===== config.mk =====
export PLATFORM = sky130hd
export DESIGN_NAME = apb_timer_sched
export DESIGN_NICKNAME = d
export VERILOG_FILES = /design/src/rtl/apb_timer_sched.sv
export SDC_FILE = /design/constraint.sdc
export NUM_CORES = 1
export LEC_CHECK = 0
export BUFFER_PORTS_ARGS = -buffer_cell sky130_fd_sc_hd__buf_2
export CAP_MARGIN = 0
export CELL_PAD_IN_SITES_DETAIL_PLACEMENT = 0
export CELL_PAD_IN_SITES_GLOBAL_PLACEMENT = 1
export CORE_MARGIN = 2
export CORE_UTILIZATION = 30
export CTS_CLUSTER_DIAMETER = 200
export DETAILED_ROUTE_END_ITERATION = 8
export HOLD_SLACK_MARGIN = 0.15
export PLACE_DENSITY_LB_ADDON = 0.12
export SLEW_MARGIN = 40
export SYNTH_ARGS = -nofsm -noshare
export SYNTH_HDL_FRONTEND = slang
export SYNTH_SLANG_ARGS = --single-unit

===== constraint.sdc =====
create_clock -name CLK -period 2.25 [get_ports CLK]
set_input_delay 0.225 -clock CLK [delete_from_list [all_inputs] [get_ports CLK]]
set_output_delay 0.225 -clock CLK [all_outputs]
set_load 0.1 [all_outputs]

===== src/rtl/apb_timer_sched.sv =====
// apb_timer_sched: round-robin sharing of one APB timer between NUM_REQ delay requesters
module apb_timer_sched #(
    parameter int          NUM_REQ   = 4,
    parameter logic [15:0] BASE_ADDR = 16'h0000
) (
    input  logic                 CLK,
    input  logic                 RST,
    input  logic [NUM_REQ-1:0]   REQ,
    input  logic [32*NUM_REQ-1:0] REQ_TIME,
    output logic [NUM_REQ-1:0]   GNT,
    output logic [NUM_REQ-1:0]   ACK,
    output logic                 ERR,
    output logic                 BUSY,
    output logic                 M_APB_PSEL,
    output logic                 M_APB_PENABLE,
    output logic                 M_APB_PWRITE,
    output logic [15:0]          M_APB_PADDR,
    output logic [31:0]          M_APB_PWDATA,
    input  logic                 M_APB_PREADY,
    input  logic                 M_APB_PSLVERR,
    input  logic                 TIMER_DONE
);
    localparam int IW = $clog2(NUM_REQ);
    localparam logic [IW-1:0] LAST = IW'(NUM_REQ - 1);

    typedef enum logic [3:0] {
        IDLE, CNT_SETUP, CNT_ACCESS, ENA_SETUP, ENA_ACCESS,
        WAIT_DONE, DIS_SETUP, DIS_ACCESS, RESP
    } state_t;

    state_t              state, state_nxt;
    logic [IW-1:0]       rr_ptr, winner, pick;
    logic [IW:0]         cand;
    logic                found, err_flag, is_cnt, is_ena, is_dis;
    logic [31:0]         time_q;
    logic [NUM_REQ-1:0]  win_oh;

    assign win_oh = {{(NUM_REQ-1){1'b0}}, 1'b1} << winner;

    // first pending request at or after the round-robin pointer, wrapping
    always_comb begin
        pick  = '0;
        found = 1'b0;
        cand  = '0;
        for (int i = NUM_REQ - 1; i >= 0; i--) begin
            cand = {1'b0, rr_ptr} + (IW+1)'(i);
            cand = (cand >= (IW+1)'(NUM_REQ)) ? cand - (IW+1)'(NUM_REQ) : cand;
            if (REQ[cand[IW-1:0]]) begin
                pick  = cand[IW-1:0];
                found = 1'b1;
            end
        end
    end

    // state register
    always_ff @(posedge CLK or posedge RST) begin
        if (RST) state <= IDLE;
        else     state <= state_nxt;
    end

    // next state; errors on CNT/ENA jump straight to disabling the timer
    always_comb begin
        state_nxt = state;
        unique case (state)
            IDLE:       state_nxt = found ? CNT_SETUP : IDLE;
            CNT_SETUP:  state_nxt = CNT_ACCESS;
            CNT_ACCESS: state_nxt = !M_APB_PREADY ? CNT_ACCESS : M_APB_PSLVERR ? DIS_SETUP : ENA_SETUP;
            ENA_SETUP:  state_nxt = ENA_ACCESS;
            ENA_ACCESS: state_nxt = !M_APB_PREADY ? ENA_ACCESS : M_APB_PSLVERR ? DIS_SETUP : WAIT_DONE;
            WAIT_DONE:  state_nxt = TIMER_DONE ? DIS_SETUP : WAIT_DONE;
            DIS_SETUP:  state_nxt = DIS_ACCESS;
            DIS_ACCESS: state_nxt = M_APB_PREADY ? RESP : DIS_ACCESS;
            RESP:       state_nxt = IDLE;
            default:    state_nxt = IDLE;
        endcase
    end

    // winner, latched tick count, sticky slave error and round-robin pointer
    always_ff @(posedge CLK or posedge RST) begin
        if (RST) begin
            winner   <= '0;
            rr_ptr   <= '0;
            time_q   <= '0;
            err_flag <= 1'b0;
        end else begin
            if (state == IDLE && found) begin
                winner <= pick;
                time_q <= REQ_TIME[32*pick +: 32];
            end
            if (M_APB_PENABLE && M_APB_PREADY && M_APB_PSLVERR) err_flag <= 1'b1;
            if (state == RESP) begin
                err_flag <= 1'b0;
                rr_ptr   <= (winner == LAST) ? '0 : winner + 1'b1;
            end
        end
    end

    // outputs decoded purely from registered state so REQ/TIMER_DONE never reach them
    always_comb begin
        is_cnt        = (state == CNT_SETUP) || (state == CNT_ACCESS);
        is_ena        = (state == ENA_SETUP) || (state == ENA_ACCESS);
        is_dis        = (state == DIS_SETUP) || (state == DIS_ACCESS);
        M_APB_PSEL    = is_cnt || is_ena || is_dis;
        M_APB_PENABLE = (state == CNT_ACCESS) || (state == ENA_ACCESS) || (state == DIS_ACCESS);
        M_APB_PWRITE  = M_APB_PSEL;
        M_APB_PADDR   = is_cnt ? BASE_ADDR + 16'd4 : (is_ena || is_dis) ? BASE_ADDR : 16'h0;
        M_APB_PWDATA  = is_cnt ? time_q : is_ena ? 32'h1 : 32'h0;
        BUSY          = state != IDLE;
        GNT           = BUSY ? win_oh : '0;
        ACK           = (state == RESP) ? win_oh : '0;
        ERR           = (state == RESP) && err_flag;
    end
endmodule


* Word-level counts from Yosys, hierarchy flattened
Index checks and enable logic that the tools add are counted.
** Word-level totals
- Flip-flop bits (word level) :: 41
- Input bits :: 137
- Output and inout port bits :: 61
- Word-level logic and storage cells :: 82
** Operators by class
- $add $sub $neg :: 8
- $lt $le $gt $ge :: 8
- Equal/unequal tests :: 9
- Shift operators :: 2
- Muxes and demuxes :: 36
- Reductions and logical operators :: 14
** Operators by type and width (count)
- indexed part select 128 x 8 -> 32 bit :: 1
- 2-to-1 mux 32 bit :: 1
- case mux 4 bit (8 select lines) :: 1
- 2-to-1 mux 2 bit :: 12
- == test 4 x 3 -> 1 bit (second input constant) :: 4
- less-than comparator 2 x 3 -> 1 bit (second input constant) :: 4
- 2-to-1 mux 1 bit :: 12
- 2-to-1 mux 4 bit :: 3
- greater-or-equal comparator 3 bit (second input constant) :: 3
- 2-to-1 mux 3 bit :: 3
- binary-select mux 1 bit (select 2 bit) :: 4
- == test 4 x 2 -> 1 bit (second input constant) :: 2
- subtractor 2 x 1 -> 2 bit (second input constant) :: 4
- logical OR 1 bit :: 7
- adder 2 x 2 -> 3 bit (second input constant) :: 2
- == test 4 x 1 -> 1 bit (second input constant) :: 1
- == test 4 bit (second input constant) :: 1
- logical AND 1 bit :: 4
- zero test 4 bit :: 1
- nonzero test 4 bit :: 1
- left shift 1 x 2 -> 4 bit (first input constant) :: 1
- adder 2 x 1 -> 3 bit (second input constant) :: 1
- greater-or-equal comparator 2 x 3 -> 1 bit (second input constant) :: 1
- adder 2 x 1 -> 2 bit (second input constant) :: 1
- 2 further kinds :: 2

* Logic depth before layout (Yosys ltp)
- Depth in word-level cells :: 11
- Depth in mapped cells :: 7
- Gate-level depth less buffers :: 5

* Least setup slack after synthesis
No wires, ideal clock.
- Kind :: reg-to-output
- Start point :: register state[2]
- End point :: output port M_APB_PWRITE
- Data arrival time :: 2.870 ns
- Required time :: 2.025 ns
- Setup slack :: -0.845 ns
- Stages on the path, launching flop included :: 5
- Path buffers :: 2
- Cells stage by stage :: dfrtp_1 > clkbuf_1 > xnor2_1 > a21oi_1 > buf_4
** Between the ends
- Longest elaborated chain between the ends :: 4
- Elaborated cells on any way between the ends :: 11
- Those cells by class :: eq/ne: 6; reduce/logical: 5
** RTL lines
- start, declared :: line 31 : state_t state, state_nxt;
- start signal, assigned :: line 58 : else state <= state_nxt;
- == test 4 x 1 -> 1 bit, or another cell as far along :: line 100 : is_cnt = (state == CNT_SETUP) || (state == CNT_ACCESS);
- logical OR 1 bit (on tied branches) :: line 100, 101
- logical OR 1 bit :: line 103 : M_APB_PSEL = is_cnt || is_ena || is_dis;
- logical OR 1 bit * :: line 103
- end, declared :: line 16 : output logic M_APB_PWRITE,
Mark *: on every way between the ends. The rest lies on a longest branch, timed or not.

* Final worst setup path
- Start point :: register state[0]
- End point :: output port M_APB_PWDATA[20]
** Between the ends
- Longest elaborated chain between the ends :: 3
- Elaborated cells on any way between the ends :: 4
- Those cells by class :: eq/ne: 2; mux: 1; reduce/logical: 1
** RTL lines
- == test 4 x 1 -> 1 bit / == test 4 x 2 -> 1 bit (equally long branches) :: line 100
- logical OR 1 bit * :: line 100
- 2-to-1 mux 32 bit * :: line 107 : M_APB_PWDATA = is_cnt ? time_q : is_ena ? 32'h1 : 32'h0;
- end, declared :: line 18 : output logic [31:0] M_APB_PWDATA,
Marked as above.

==> impl_metrics.toml <==
[yosys]
synth.top_cell.area_share_pct = 33.54
syn_area_sq_um = 3059
ys_types = 37
yosysWarnings = 0
synthCells = 318
synth_area_leaders = "dfrtp_1 34%, mux2i_1 21%, and2_1 7.4%, o221ai_1 7.2%, nand2_1 4.8%"
ys_ff_latch = 41
yosysTopAreaCell = "dfrtp_1"
seq_area_frac_synth_pct = 33.54
avgSynthCellArea_sq_um = 9.620

[clocking]
root_buffer = "clkbuf_8"
h-tree-depth = 2
clkTransAtPathRegs_ns = 0.08
cts_inserted_buffers = 5
cts_sinks = 41
post_cts_buffers = 0
cts_tree = "done"
cts_buffer_depth = 2
clock_latency_ns = 0.29

[pwr]
combPwrFrac_pct = 72.1
switching_share_pct = 55.55
power_leakage_nw = 2.504
p_per_area_nw_per_um2 = 1433
p_int_mw = 3.034
seqPwrFrac_pct = 18.7
p_clk_share_pct = 9.2
ir_worst_vdd_mv = 1.039
p_switching_mw = 3.791

[global_routing]
grt_pass1_vias = 2954
grt_usage_pct = 17.03
grt_pass1_wl_um = 15120
grt_overflow = 0
grt_start_max_net_pins = 37
antenna_found_initial = 0

[route]
via_count = 2958
firstDrtPassIters = 4
drtIter0Drc = 105
finalWirelength_um = 9393
drc = 0
via_per_inst = 4.718
wire_per_inst_um = 14.98
final_antenna_net_count = 0

[hold_path]
hold_path.class = "primary input to register"
hold_path_depth = 3
hp-start = "REQ_TIME[58]"
min_to = "time_q[26]"

[worst_setup_path]
r2r_cells = 6
max_stage_delay_ns = 0.41
reg2reg_from = "rr_ptr[0]"
path_buf_inv = 3
arrival_ns = 1.86
crit_type = "register to output port"
slowest_stage = "dfrtp_1"
cp-end-kind = "output port"
cp-start-kind = "register"
r2r_end = "time_q[5]"
regToRegSetupSlack_ns = 0.32
worstPathMaxFanout = 16
cp_common_cell = "buf_4"
critical-path-top-delay-family = "buffers and inverters"
cp.required_ns = 2.03
crit_chain = "buf_4 -> xnor2_1 -> nor3_2 -> buf_4 -> and2_1 -> buf_12"

[timing]
max_freq_mhz = 479.1
finalCriticalPeriod_ns = 2.087
slew_headroom_pct = 63.99
final-hold-violation-count = 0
hold_slack_ns = 0.2458
setup_tns_ns = 0
fin_crit_sh_pct = 92.78
worstMarginPinSlew_ns = 0.5402
rsz0062_at_grt = "true"
layout_setup_ws_ns = 0.1626
finalMaxSlewViolations = 0
worst_clock_skew_ns = 0.004438
final-setup-viol-count = 0

[finish]
antennaDiodeCount = 0
syn_to_final_growth_pct = 55.62
layout-drive-gt1-share_pct = 44.53
instances_no_fill = 627
nNetsFinal = 634

[die]
rows = 36
die_w_um = 105.0
start_util_pct = 31.15
die-area_sq_um = 11020
die_h_um = 105.0
core_sq_um = 9819
pin_count = 198

[placement]
io_buffer_count = 182
pre_cts_slack_ns = 0.2835
gp_congestion = 0.7666
hpwl_um = 7146
dp.cells = 618

[run]
drv_cap = 0

[run_status]
status = "finished clean"
power groups by stage:
stage | sequential [mW] | combinational [mW] | clock, mW
6_report | 1.27 | 4.92 | 0.630
5_1_grt | 1.32 | 5.23 | 0.684
4_1_cts | 1.28 | 4.98 | 0.653
3_5_place_dp | 1.29 | 4.97 | 0
3_3_place_gp | 1.28 | 4.94 | 0
2_1_floorplan | 1.21 | 3.68 | 0
registers in the layout (all words and copies together) (netlist names):
name	cells
time_q	32
rr_ptr	2
err_flag	1
state	4
winner	2
cells in the mapped netlist:
master / n
o21bai_1: 1
a2bb2o_1: 1
nor2b_1: 2
a31oi_1: 1
nor3_1: 1
a22oi_1: 1
o41ai_1: 1
nand2b_4: 1
nor4_4: 1
nor3b_1: 1
buf_6: 5
nand4_1: 1
and2b_1: 3
o21ai_1: 2
mux2i_1: 64
o22ai_1: 3
dfrtp_1: 41
o221ai_1: 25
nor2_1: 6
and3b_1: 1
conb_1: 1
a221oi_1: 3
buf_2: 8
buf_1: 1
nor4b_2: 1
nand2_1: 39
maj3_1: 1
or2_1: 1
o221ai_2: 7
o21ai_0: 7
buf_4: 18
inv_1: 11
and2_1: 36
clkbuf_1: 10
a21oi_1: 6
ha_1: 4
xnor2_1: 2
metrics by stage:
step	area, sq um	total power, mW	utilization (%)
finish	4761	6.824	48.48
global route	4761	7.235	48.48
CTS	4756	6.905	48.43
detailed placement	4629	6.257	47.15
global placement	4629	6.216	47.15
floorplan	3120	4.883	-
area by class of cell:
class                           count  area, sq um
Fill cell                         956         5059
Multi-Input combinational cell    238         1807
Timing Repair Buffer              196         1603
Sequential cell                    41         1027
Tap cell                          133        166.4
Clock buffer                        7        86.33
Inverter                           11        41.29
Clock inverter                      1        30.03
worst max path at each step:
| stage | start | endpoint | cells past startpoint |
|---|---|---|---|
| 2_1_floorplan | state[2] | M_APB_PWRITE | 4 |
| 3_3_place_gp | rr_ptr[0] | time_q[5] | 6 |
| 3_5_place_dp | rr_ptr[0] | time_q[5] | 6 |
| 4_1_cts | state[1] | M_APB_PWDATA[0] | 5 |
| 5_1_grt | state[0] | M_APB_PWDATA[7] | 6 |
| 6_report | state[0] | M_APB_PWDATA[20] | 6 |
kinds of logic after synthesis:
family	synth area share, %
adder cells (fa/ha/maj)	1.963
buffers and inverters	10.27
XOR/XNOR	0.5727
AND/OR/NAND/NOR	16.77
AO/OA/AOI/OAI	15.83
flip-flops	33.54
other	0.1226
multiplexers	20.94
tightest hold or removal path: cells and delay by family:
kind,cells,cell delay (ns)
AOI/OAI and AO/OA,1,0.15
buffers and inverters,1,0.08
muxes,1,0.05
metal layers:
| layer | part of all wire [%] | track usage (%) |
|---|---|---|
| met2 | 51 | 30.47 |
| met3 | 7.3 | 3.431 |
| met5 | 0 | 0 |
| met4 | 1.1 | 4.095 |
| met1 | 40 | 20.88 |
cells in the final DEF (no fill, tap or decap), drive strengths merged, types with 2 or more instances in the layout:
master and instances:
nor2 6, clkbuf 7, and2b 3, a21oi 6, dfrtp 41, buf 195
nor2b 2, o21ai 9, o22ai 3, ha 4, mux2i 64, o221ai 32
a221oi 3, nand2 39, xnor2 2, inv 11, and2 36, conb 15
what timing repair did:
action | CTS | global route
resized for setup | 0 | 2
hold endpoints to repair | 8 | 0
endpoints found under the setup margin | 0 | 3
hold buffers | 1 | 0
Note: power is estimated with default switching activity, not from simulation.
